`src/rtl/zx_kbd_pkg.sv`:
```
// Shared types and constants for the ZX Spectrum keyboard matrix block.
package zx_kbd_pkg;

    localparam int ROWS  = 8;
    localparam int COLS  = 5;
    localparam int NKEYS = ROWS * COLS;
    localparam int NVIRT = 5;

    typedef enum logic [2:0] {
        S_IDLE    = 3'd0,
        S_BRK     = 3'd1,
        S_EXT     = 3'd2,
        S_EXT_BRK = 3'd3,
        S_SKIP    = 3'd4
    } kbd_state_t;

    // Set-2 prefixes and keyboard-to-host status bytes.
    localparam logic [7:0] SC_F0     = 8'hF0;
    localparam logic [7:0] SC_E0     = 8'hE0;
    localparam logic [7:0] SC_E1     = 8'hE1;
    localparam logic [7:0] SC_AA     = 8'hAA;
    localparam logic [7:0] SC_FA     = 8'hFA;
    localparam logic [7:0] SC_EE     = 8'hEE;
    localparam logic [7:0] SC_FE     = 8'hFE;
    localparam logic [7:0] SC_00     = 8'h00;
    localparam logic [7:0] SC_FF     = 8'hFF;
    localparam logic [7:0] SC_LSHIFT = 8'h12;
    localparam logic [7:0] SC_RSHIFT = 8'h59;

    // Key index = row*5 + col, column 0 is the key nearest the edge of the half-row.
    localparam logic [5:0] K_CS  = 6'd0,  K_Z  = 6'd1,  K_X  = 6'd2,  K_C  = 6'd3,  K_V  = 6'd4;
    localparam logic [5:0] K_A   = 6'd5,  K_S  = 6'd6,  K_D  = 6'd7,  K_F  = 6'd8,  K_G  = 6'd9;
    localparam logic [5:0] K_Q   = 6'd10, K_W  = 6'd11, K_E  = 6'd12, K_R  = 6'd13, K_T  = 6'd14;
    localparam logic [5:0] K_1   = 6'd15, K_2  = 6'd16, K_3  = 6'd17, K_4  = 6'd18, K_5  = 6'd19;
    localparam logic [5:0] K_0   = 6'd20, K_9  = 6'd21, K_8  = 6'd22, K_7  = 6'd23, K_6  = 6'd24;
    localparam logic [5:0] K_P   = 6'd25, K_O  = 6'd26, K_I  = 6'd27, K_U  = 6'd28, K_Y  = 6'd29;
    localparam logic [5:0] K_ENT = 6'd30, K_L  = 6'd31, K_K  = 6'd32, K_J  = 6'd33, K_H  = 6'd34;
    localparam logic [5:0] K_SPC = 6'd35, K_SS = 6'd36, K_M  = 6'd37, K_N  = 6'd38, K_B  = 6'd39;

    // Virtual combo slots: each one presses CAPS SHIFT plus one digit.
    localparam logic [2:0] V_LEFT  = 3'd0;  // CS+5
    localparam logic [2:0] V_DOWN  = 3'd1;  // CS+6
    localparam logic [2:0] V_UP    = 3'd2;  // CS+7
    localparam logic [2:0] V_RIGHT = 3'd3;  // CS+8
    localparam logic [2:0] V_BKSP  = 3'd4;  // CS+0

    // Merge physical keys with the virtual combos into the matrix the CPU sees.
    function automatic logic [NKEYS-1:0] eff_keys(input logic [NKEYS-1:0] phys,
                                                  input logic [NVIRT-1:0] virt);
        logic [NKEYS-1:0] e;
        e        = phys;
        e[K_CS]  = e[K_CS] | (|virt);
        e[K_5]   = e[K_5]  | virt[V_LEFT];
        e[K_6]   = e[K_6]  | virt[V_DOWN];
        e[K_7]   = e[K_7]  | virt[V_UP];
        e[K_8]   = e[K_8]  | virt[V_RIGHT];
        e[K_0]   = e[K_0]  | virt[V_BKSP];
        return e;
    endfunction

endpackage

```
`src/rtl/zx_scancode_map.sv`:
```
// Combinational set-2 scancode to Spectrum matrix lookup.
// A hit either names a physical key (idx_o) or a virtual combo slot (combo_o, vidx_o).
module zx_scancode_map
    import zx_kbd_pkg::*;
#(
    parameter bit EXT_COMBOS = 1'b1
) (
    input  logic       ext_i,
    input  logic [7:0] code_i,
    output logic       hit_o,
    output logic [5:0] idx_o,
    output logic       combo_o,
    output logic [2:0] vidx_o
);

    // Decode the byte; hit defaults high and is dropped by the default arm.
    always_comb begin
        hit_o   = 1'b1;
        idx_o   = 6'd0;
        combo_o = 1'b0;
        vidx_o  = 3'd0;
        if (!ext_i) begin
            case (code_i)
                8'h12: idx_o = K_CS;
                8'h1A: idx_o = K_Z;
                8'h22: idx_o = K_X;
                8'h21: idx_o = K_C;
                8'h2A: idx_o = K_V;
                8'h1C: idx_o = K_A;
                8'h1B: idx_o = K_S;
                8'h23: idx_o = K_D;
                8'h2B: idx_o = K_F;
                8'h34: idx_o = K_G;
                8'h15: idx_o = K_Q;
                8'h1D: idx_o = K_W;
                8'h24: idx_o = K_E;
                8'h2D: idx_o = K_R;
                8'h2C: idx_o = K_T;
                8'h16: idx_o = K_1;
                8'h1E: idx_o = K_2;
                8'h26: idx_o = K_3;
                8'h25: idx_o = K_4;
                8'h2E: idx_o = K_5;
                8'h45: idx_o = K_0;
                8'h46: idx_o = K_9;
                8'h3E: idx_o = K_8;
                8'h3D: idx_o = K_7;
                8'h36: idx_o = K_6;
                8'h4D: idx_o = K_P;
                8'h44: idx_o = K_O;
                8'h43: idx_o = K_I;
                8'h3C: idx_o = K_U;
                8'h35: idx_o = K_Y;
                8'h5A: idx_o = K_ENT;
                8'h4B: idx_o = K_L;
                8'h42: idx_o = K_K;
                8'h3B: idx_o = K_J;
                8'h33: idx_o = K_H;
                8'h29: idx_o = K_SPC;
                8'h59: idx_o = K_SS;
                8'h3A: idx_o = K_M;
                8'h31: idx_o = K_N;
                8'h32: idx_o = K_B;
                8'h66: begin
                    hit_o   = EXT_COMBOS;
                    combo_o = EXT_COMBOS;
                    vidx_o  = V_BKSP;
                end
                default: hit_o = 1'b0;
            endcase
        end else begin
            case (code_i)
                8'h5A: idx_o = K_ENT;
                8'h14: idx_o = K_SS;
                8'h6B: begin
                    hit_o   = EXT_COMBOS;
                    combo_o = EXT_COMBOS;
                    vidx_o  = V_LEFT;
                end
                8'h72: begin
                    hit_o   = EXT_COMBOS;
                    combo_o = EXT_COMBOS;
                    vidx_o  = V_DOWN;
                end
                8'h75: begin
                    hit_o   = EXT_COMBOS;
                    combo_o = EXT_COMBOS;
                    vidx_o  = V_UP;
                end
                8'h74: begin
                    hit_o   = EXT_COMBOS;
                    combo_o = EXT_COMBOS;
                    vidx_o  = V_RIGHT;
                end
                default: hit_o = 1'b0;
            endcase
        end
    end

endmodule

```
`src/rtl/zx_kbd_matrix.sv`:
```
// ZX Spectrum keyboard matrix fed by a PS/2 set-2 byte stream, read via port xxFE.
//
// state     | meaning
// S_IDLE    | no prefix pending; next mapped byte is a make
// S_BRK     | F0 seen; next mapped byte is a break
// S_EXT     | E0 seen; next byte uses the extended map
// S_EXT_BRK | E0 F0 seen; next byte is an extended break
// S_SKIP    | discarding the tail of a Pause (E1) sequence
module zx_kbd_matrix
    import zx_kbd_pkg::*;
#(
    parameter int IDLE_CLR_CYCLES = 0,
    parameter int CNT_W           = 32,
    parameter bit EXT_COMBOS      = 1'b1,
    parameter bit EAR_LEGACY      = 1'b1,
    parameter int PAUSE_SKIP      = 7
) (
    input  logic              clk,
    input  logic              reset_n,
    input  logic [7:0]        rx_data,
    input  logic              rx_valid,
    output logic              rx_ready,
    input  logic              ce,
    input  logic              rd,
    input  logic [15:0]       ad,
    input  logic              aud_in,
    output logic [7:0]        rd_data,
    output logic [NKEYS-1:0]  keys
);

    kbd_state_t        state_q, state_d;
    logic [7:0]        skip_q, skip_d;
    logic [NKEYS-1:0]  phys_q, phys_d;
    logic [NVIRT-1:0]  virt_q, virt_d;
    logic [CNT_W-1:0]  cnt_q, cnt_d;
    logic              rx_ready_q;

    logic              acc;
    logic              map_ext;
    logic              map_hit;
    logic [5:0]        map_idx;
    logic              map_combo;
    logic [2:0]        map_vidx;
    logic              do_set;
    logic              do_clr;
    logic              idle_hit;
    logic [NKEYS-1:0]  eff;
    logic [COLS-1:0]   row_or;
    logic              unused_ad_lo;

    assign acc          = rx_valid & rx_ready_q;
    assign rx_ready     = rx_ready_q;
    assign eff          = eff_keys(phys_q, virt_q);
    assign keys         = eff;
    assign map_ext      = (state_q == S_EXT) || (state_q == S_EXT_BRK);
    assign unused_ad_lo = ^ad[7:0];

    zx_scancode_map #(
        .EXT_COMBOS (EXT_COMBOS)
    ) u_map (
        .ext_i   (map_ext),
        .code_i  (rx_data),
        .hit_o   (map_hit),
        .idx_o   (map_idx),
        .combo_o (map_combo),
        .vidx_o  (map_vidx)
    );

    // Idle-clear fires only on a cycle with no accepted byte, so a byte on that cycle wins.
    assign idle_hit = (IDLE_CLR_CYCLES > 0) && !acc &&
                      (cnt_q == CNT_W'(IDLE_CLR_CYCLES - 1)) && (|eff);

    // Idle counter: restarts on every accepted byte, otherwise counts up and saturates.
    always_comb begin
        cnt_d = cnt_q;
        if (acc) begin
            cnt_d = '0;
        end else if (cnt_q != {CNT_W{1'b1}}) begin
            cnt_d = cnt_q + 1'b1;
        end
    end

    // Prefix FSM and key-vector updates for each accepted byte.
    always_comb begin
        state_d = state_q;
        skip_d  = skip_q;
        phys_d  = phys_q;
        virt_d  = virt_q;
        do_set  = 1'b0;
        do_clr  = 1'b0;
        if (acc) begin
            case (state_q)
                S_IDLE: begin
                    case (rx_data)
                        SC_F0: state_d = S_BRK;
                        SC_E0: state_d = S_EXT;
                        SC_E1: begin
                            if (PAUSE_SKIP > 0) begin
                                state_d = S_SKIP;
                                skip_d  = 8'(PAUSE_SKIP);
                            end
                        end
                        SC_AA: begin
                            phys_d = '0;
                            virt_d = '0;
                        end
                        SC_FA, SC_EE, SC_FE, SC_00, SC_FF: ;
                        default: do_set = 1'b1;
                    endcase
                end
                S_BRK: begin
                    do_clr  = 1'b1;
                    state_d = S_IDLE;
                end
                S_EXT: begin
                    if (rx_data == SC_F0) begin
                        state_d = S_EXT_BRK;
                    end else begin
                        state_d = S_IDLE;
                        // Fake shifts and nested prefixes are dropped without touching keys.
                        if (!(rx_data == SC_E0 || rx_data == SC_E1 ||
                              rx_data == SC_LSHIFT || rx_data == SC_RSHIFT)) begin
                            do_set = 1'b1;
                        end
                    end
                end
                S_EXT_BRK: begin
                    do_clr  = 1'b1;
                    state_d = S_IDLE;
                end
                S_SKIP: begin
                    if (skip_q <= 8'd1) begin
                        skip_d  = 8'd0;
                        state_d = S_IDLE;
                    end else begin
                        skip_d = skip_q - 8'd1;
                    end
                end
                default: state_d = S_IDLE;
            endcase
        end
        if (map_hit && (do_set || do_clr)) begin
            if (map_combo) begin
                virt_d[map_vidx] = do_set;
            end else begin
                phys_d[map_idx] = do_set;
            end
        end
        if (idle_hit) begin
            phys_d = '0;
            virt_d = '0;
        end
    end

    // State, key vectors and counters; async reset drops any pending prefix.
    always_ff @(posedge clk or negedge reset_n) begin
        if (!reset_n) begin
            state_q    <= S_IDLE;
            skip_q     <= 8'd0;
            phys_q     <= '0;
            virt_q     <= '0;
            cnt_q      <= '0;
            rx_ready_q <= 1'b0;
        end else begin
            state_q    <= state_d;
            skip_q     <= skip_d;
            phys_q     <= phys_d;
            virt_q     <= virt_d;
            cnt_q      <= cnt_d;
            rx_ready_q <= 1'b1;
        end
    end

    // OR together every half-row whose address line is low.
    always_comb begin
        row_or = '0;
        for (int r = 0; r < ROWS; r++) begin
            if (!ad[8+r]) begin
                row_or = row_or | eff[r*COLS +: COLS];
            end
        end
    end

    // Port xxFE read value; bits 7:5 carry EAR in either the legacy or the issue-3 layout.
    always_comb begin
        rd_data = 8'hFF;
        if (ce && rd) begin
            rd_data[4:0] = ~row_or;
            if (EAR_LEGACY) begin
                rd_data[7] = aud_in;
                rd_data[5] = aud_in;
            end else begin
                rd_data[6] = aud_in;
            end
        end
    end

endmodule

```
`config.mk`:
```
export PLATFORM = sky130hd
export DESIGN_NAME = zx_kbd_matrix
export DESIGN_NICKNAME = d
export VERILOG_FILES = /design/src/rtl/zx_kbd_pkg.sv /design/src/rtl/zx_scancode_map.sv /design/src/rtl/zx_kbd_matrix.sv
export SDC_FILE = /design/constraint.sdc
export NUM_CORES = 1
export LEC_CHECK = 0
export CAP_MARGIN = 20
export CELL_PAD_IN_SITES_DETAIL_PLACEMENT = 0
export CELL_PAD_IN_SITES_GLOBAL_PLACEMENT = 1
export CORE_MARGIN = 2
export CORE_UTILIZATION = 35
export CTS_CLUSTER_DIAMETER = 60
export DETAILED_ROUTE_END_ITERATION = 6
export HOLD_SLACK_MARGIN = 0.03
export PLACE_DENSITY_LB_ADDON = 0.1
export SYNTH_ARGS = -nofsm -noshare
export SYNTH_HDL_FRONTEND = slang
export SYNTH_HIERARCHICAL = 1
export SYNTH_SLANG_ARGS = --single-unit
```
`constraint.sdc`:
```
create_clock -name clk -period 3.23 [get_ports clk]
set_clock_uncertainty 0.15 [all_clocks]
set_input_delay 0.646 -clock clk [delete_from_list [all_inputs] [get_ports clk]]
set_output_delay 0.646 -clock clk [all_outputs]
set_load 0.03 [all_outputs]
```
Word level (Yosys, flattened, before mapping)
Index checks and enable logic that the tools add are counted.

Memory bits (writable): 0. Flip-flop bits (word level): 57. Latch bits: 0. Memories: 0. ROM bits: 0. Input port bits: 30. Output and inout bits: 49.

Eq/ne operators: 61. Multiplexer cells: 51. Multipliers: 0. Shift operators: 0. Reduce and logical (&&, ||, !) cells: 20. Divide/modulo/power cells: 0. Bitwise gates (word level): 15. Order comparisons: 5. Add/subtract/negate cells: 1.

Operator list (count): 6-bit case mux with 39 select lines (1); 40-bit 2-to-1 mux (5); 8-bit by 6-bit == test with 1-bit output, second input constant (23); 8-bit by 7-bit == test with 1-bit output, second input constant (14); 8-bit by 5-bit == test with 1-bit output, second input constant (9); 5-bit 2-to-1 mux (13); 8-bit == test, second input constant (8); 41-bit OR reduction (1); 40-bit bitwise mux (1); 5-bit bitwise OR (7); 8-bit 2-to-1 mux (3); 3-bit case mux with 3 select lines (2); 8-bit case mux with 2 select lines (1); 1-bit 2-to-1 mux (14); 6-bit case mux with 2 select lines (1); 3-bit 2-to-1 mux (3); 9-bit OR reduction (1); 8-bit by 1-bit <= comparator with 1-bit output, second input constant (1); 8-bit logical NOT (1); 8-bit by 1-bit subtractor with 8-bit output, second input constant (1); 6-bit by 7-bit less-than comparator with 1-bit output, second input constant (1); 1-bit demux with 6-bit select (1); 3-bit by 2-bit == test with 1-bit output, second input constant (2); 6-bit by 1-bit >= comparator with 1-bit output, second input constant (1); other kinds (24) (38).

Longest topological paths before layout
Depth after elaboration: 19. Depth in mapped cells: 14.

Modules after synthesis
Netlist, hierarchy kept.

By module, submodules not included: zx_kbd_matrix (cells an instance 419, seq. area each 1426.4 um^2, times used 1, area each 3533.4 um^2); zx_scancode_map (cells an instance 144, seq. area each 0.0 um^2, times used 1, area each 910.9 um^2).

Least setup slack after synthesis
Ideal clock, no wire load.

Path kind: input -> register. From: in rx_data[7]. To: reg phys_q[0]. Buffers on the path: 2. Arrival time: 3.265 ns. Required time: 2.951 ns. Slack: -0.314 ns. Cell stages on the path: 13. Cells stage by stage: buf_6 > or4b_1 > buf_2 > o22ai_1 > a22oi_1 > o311ai_2 > nor2_2 > a32oi_1 > nand2b_1 > nor4_1 > nand2_1 > nand3_1 > o21ai_0.

Elaborated cells between the ends (all ways): 89. Those cells by class: 2 x order compare; 54 x eq/ne; 22 x mux; 11 x reduce/logical.

RTL lines: from (decl) (line zx_kbd_matrix.sv:20) `input logic [7:0] rx_data,`; 8-bit by 5-bit == test with 1-bit output (tied with other cells) (line zx_scancode_map.sv:23) `case (code_i)`; 41-bit OR reduction (no source line) / 6-bit OR reduction (equally long branches); 1-bit 2-to-1 mux (on tied branches) (line zx_scancode_map.sv:23, zx_scancode_map.sv:72); 1-bit 2-to-1 mux * (line zx_scancode_map.sv:22) `if (!ext_i) begin`; named net map_hit (line zx_kbd_matrix.sv:40) `logic map_hit;`; 1-bit logical AND * (line zx_kbd_matrix.sv:142) `if (map_hit && (do_set || do_clr)) begin`; 40-bit 2-to-1 mux * (line zx_kbd_matrix.sv:142); named net phys_d[0] (line zx_kbd_matrix.sv:33) `logic [NKEYS-1:0] phys_q, phys_d;`; to (signal assigned) (line zx_kbd_matrix.sv:167) `phys_q <= phys_d;`; to (decl) (line zx_kbd_matrix.sv:33).

Mark *: on every way through the listed nets, which the timed path passes. The rest lies on a longest branch. A chain may end at the register's enable or synchronous reset.

Final worst setup path
From: in rx_data[0]. To: reg phys_q[37].

The elaborated chain is that of the path after synthesis.

==> impl_metrics.yaml <==
timing:
  hold_viol: 0
  slew_viol_final: 0
  setup-violations-final: 0
  fin_crit_sh: 0.958
  fmax_mhz: 323
  max-slew-margin-rel: 0.431
  rsz0062_at_grt: "false"
  worst_pin_slew_ns: 0.847
  post-route-min-period_ns: 3.10
clock_network:
  root_buffer: "clkbuf_16"
  clkSinkCount: 57
  clk_pin_slew_ns: 0.06
  cts_tree: "built"
  ctsHtreeMaxLevel: 3
  clock_path_buffers: 2
  cts_buffers: 9
  clock_latency_ns: 0.33
min_path:
  hold_class: "in2async"
drt:
  drcViolationCount: 0
  dr.pass1.iters: 5
  ant_nets: 0
  vias: 4807
  post_drt_wl_per_cell_um: 17.6
  drt-initial-drc-count: 312
  routed_wl_um: 15600
  via_per_inst: 5.44
worst_setup_path:
  critPathLaunchType: "input port"
  worstPathMaxFanout: 8
  required_ns: 3.33
  crit_arrival_ns: 3.19
  critical_path_class: "in2reg"
  crit_path_end_kind: "flip-flop"
  ff2ff_setup_slack_ns: 0.36
synthesis:
  synthTopCellsByArea: "dfrtp_1, buf_4, nand2_1, o21ai_0, nand3_1"
  ys_types: 76
  synth.most_common_cell: "nand2_1"
  syn_area_um2: 4440
  synth_top_area_share: 0.321
  avgSynthCellArea_um2: 7.89
  postSynthCellCount: 563
  yosys_warnings: 6
  yosysTopAreaCell: "dfrtp_1"
  synthTopCellsByCount: "nand2_1, dfrtp_1, o21ai_0"
  synth_edf_count: 0
  ys_seq_area_frac: 0.321
  synthArstFlopShare: 1.00
  ys.flop_type: "dfrtp_1"
  synth_seq_cells: 57
layout:
  drive_above_1_share: 0.271
  final_net_count: 738
  diodes: 0
  fillerInstances: 1242
  syn2layout_area_growth_pct: 42.9
  final_cell_count_no_fill: 883
  multiInputGateArea_um2: 2710
  seq_area_um2: 1430
floorplan:
  die-width_um: 117
  core_um2: 12500
  io_pins: 79
  die_area_um2: 13600
  initial_utilization: 0.355
  fp.dieH_um: 117
  std_cell_rows: 41
place:
  gp_congestion: 0.961
  port_buffers: 69
  post-dp-hpwl_um: 12000
  dpl.cell_count: 861
power_and_ir_drop:
  irDropWorstVdd_mv: 0.198
  p_total_mw: 2.32
  cellPowerDensity_nw_per_um2: 365
  p_leak_nw: 2.60
global_route:
  grt_pass1_wl_um: 24000
  grt_overflow: 0
  grt_max_degree: 58
  antenna_found_initial: 0
  grt_usage: 0.229
  grt_pass1_vias: 4595
outcome:
  status: "completed"
run:
  maxCapViolations: 0
==> routing by layer <==
metal / up-vias / part of all wire / GRT usage
met5: - / 0 / 0
met4: 0 / 0.030 / 0.0988
met3: 31 / 0.040 / 0.0343
met2: 138 / 0.50 / 0.393
met1: 2311 / 0.43 / 0.287
li1: 2327 / - / -
==> worst paths after layout <==
path,depth (start not counted),endpoint,from
min,2,phys_q[10]$_DFF_PN0_,reset_n
max reg2reg,10,phys_q[37]$_DFF_PN0_,state_q[1]$_DFFE_PN0P_
max in group asynchronous,2,phys_q[24]$_DFF_PN0_,reset_n
min in group clk,2,phys_q[22]$_DFF_PN0_,phys_q[22]$_DFF_PN0_
max,12,phys_q[37]$_DFF_PN0_,rx_data[0]
min reg2reg,2,phys_q[22]$_DFF_PN0_,phys_q[22]$_DFF_PN0_
==> registers in the layout, indices dropped and copies added, names as in the netlist <==
name	flops
state_q	3
phys_q	40
virt_q	5
rx_ready	1
skip_q	8
==> critical path, stage by stage <==
cell	delay [ns]
dlygate4sd2_1	0.26
nand2b_4	0.15
or4_4	0.52
a21oi_1	0.16
a31oi_1	0.07
and3b_1	0.21
a32oi_4	0.29
nand2b_4	0.12
buf_4	0.15
nor3b_1	0.22
o21ai_2	0.18
o21ai_0	0.22
==> through the flow <==
step	worst slack, ns	utilization	area, um2	hold slack, ns	TNS, ns
2_1_floorplan	-0.105	-	4490	0.200	-2.02
3_3_place_gp	-0.652	0.469	5870	0.315	-25.82
3_5_place_dp	-0.678	0.469	5870	0.329	-26.23
4_1_cts	0.00377	0.499	6250	0.341	0
5_1_grt	0.0191	0.507	6350	0.381	0
6_report	0.135	0.507	6350	0.304	0
==> layout make-up <==
type                       instances  share of cell area
clock buffer                      11              0.0382
timing repair buffer             191               0.254
tap                              172              0.0339
clock inverter                     5              0.0124
sequential                        57               0.225
inverter                          17              0.0104
multi-input combinational        430               0.427
==> power breakdown <==
group | internal [mW] | total [mW] | switching (mW)
logic | 0.223 | 0.510 | 0.287
registers | 0.745 | 0.779 | 0.0339
clock network | 0.694 | 1.03 | 0.335
total | 1.66 | 2.32 | 0.656
==> cell families (layout without fill, tap and decap cells) <==
kind of cell | count (synthesis) | after routing | share of synthesized area
simple gates | 266 | 266 | 0.327
compound gates | 155 | 155 | 0.233
fa+ha+maj | 2 | 2 | 0.00563
mux | 2 | 2 | 0.00479
xor+xnor | 3 | 3 | 0.00591
flops | 57 | 57 | 0.321
other cells | 1 | 2 | 0.000844
buf+inv | 77 | 224 | 0.102
==> what timing repair did <==
| action | CTS | global route |
|---|---|---|
| setup endpoints to repair | 44 | 45 |
| resized for setup | 22 | 39 |
| pin swaps | 5 | 9 |
| gates cloned | 0 | 1 |
| hold buffers | 0 | 0 |
| setup buffers | 2 | 3 |
==> placed cells by master (no fill, tap or decap), drive strengths merged, types with 4 or more instances in the layout <==
| cell type | count |
|---|---|
| a21oi | 16 |
| a22o | 5 |
| a22oi | 8 |
| a31oi | 9 |
| buf | 127 |
| clkbuf | 15 |
| clkdlybuf4s50 | 55 |
| dfrtp | 57 |
| inv | 17 |
| nand2 | 75 |
| nand2b | 17 |
| nand3 | 51 |
| nand3b | 5 |
| nand4 | 8 |
| nand4b | 4 |
| nor2 | 38 |
| nor2b | 13 |
| nor3 | 17 |
| nor4 | 8 |
| o211ai | 10 |
| o21ai | 67 |
| o22ai | 5 |
| o31ai | 4 |
| or4 | 6 |
No activity file was read; power rests on OpenSTA's default activity.
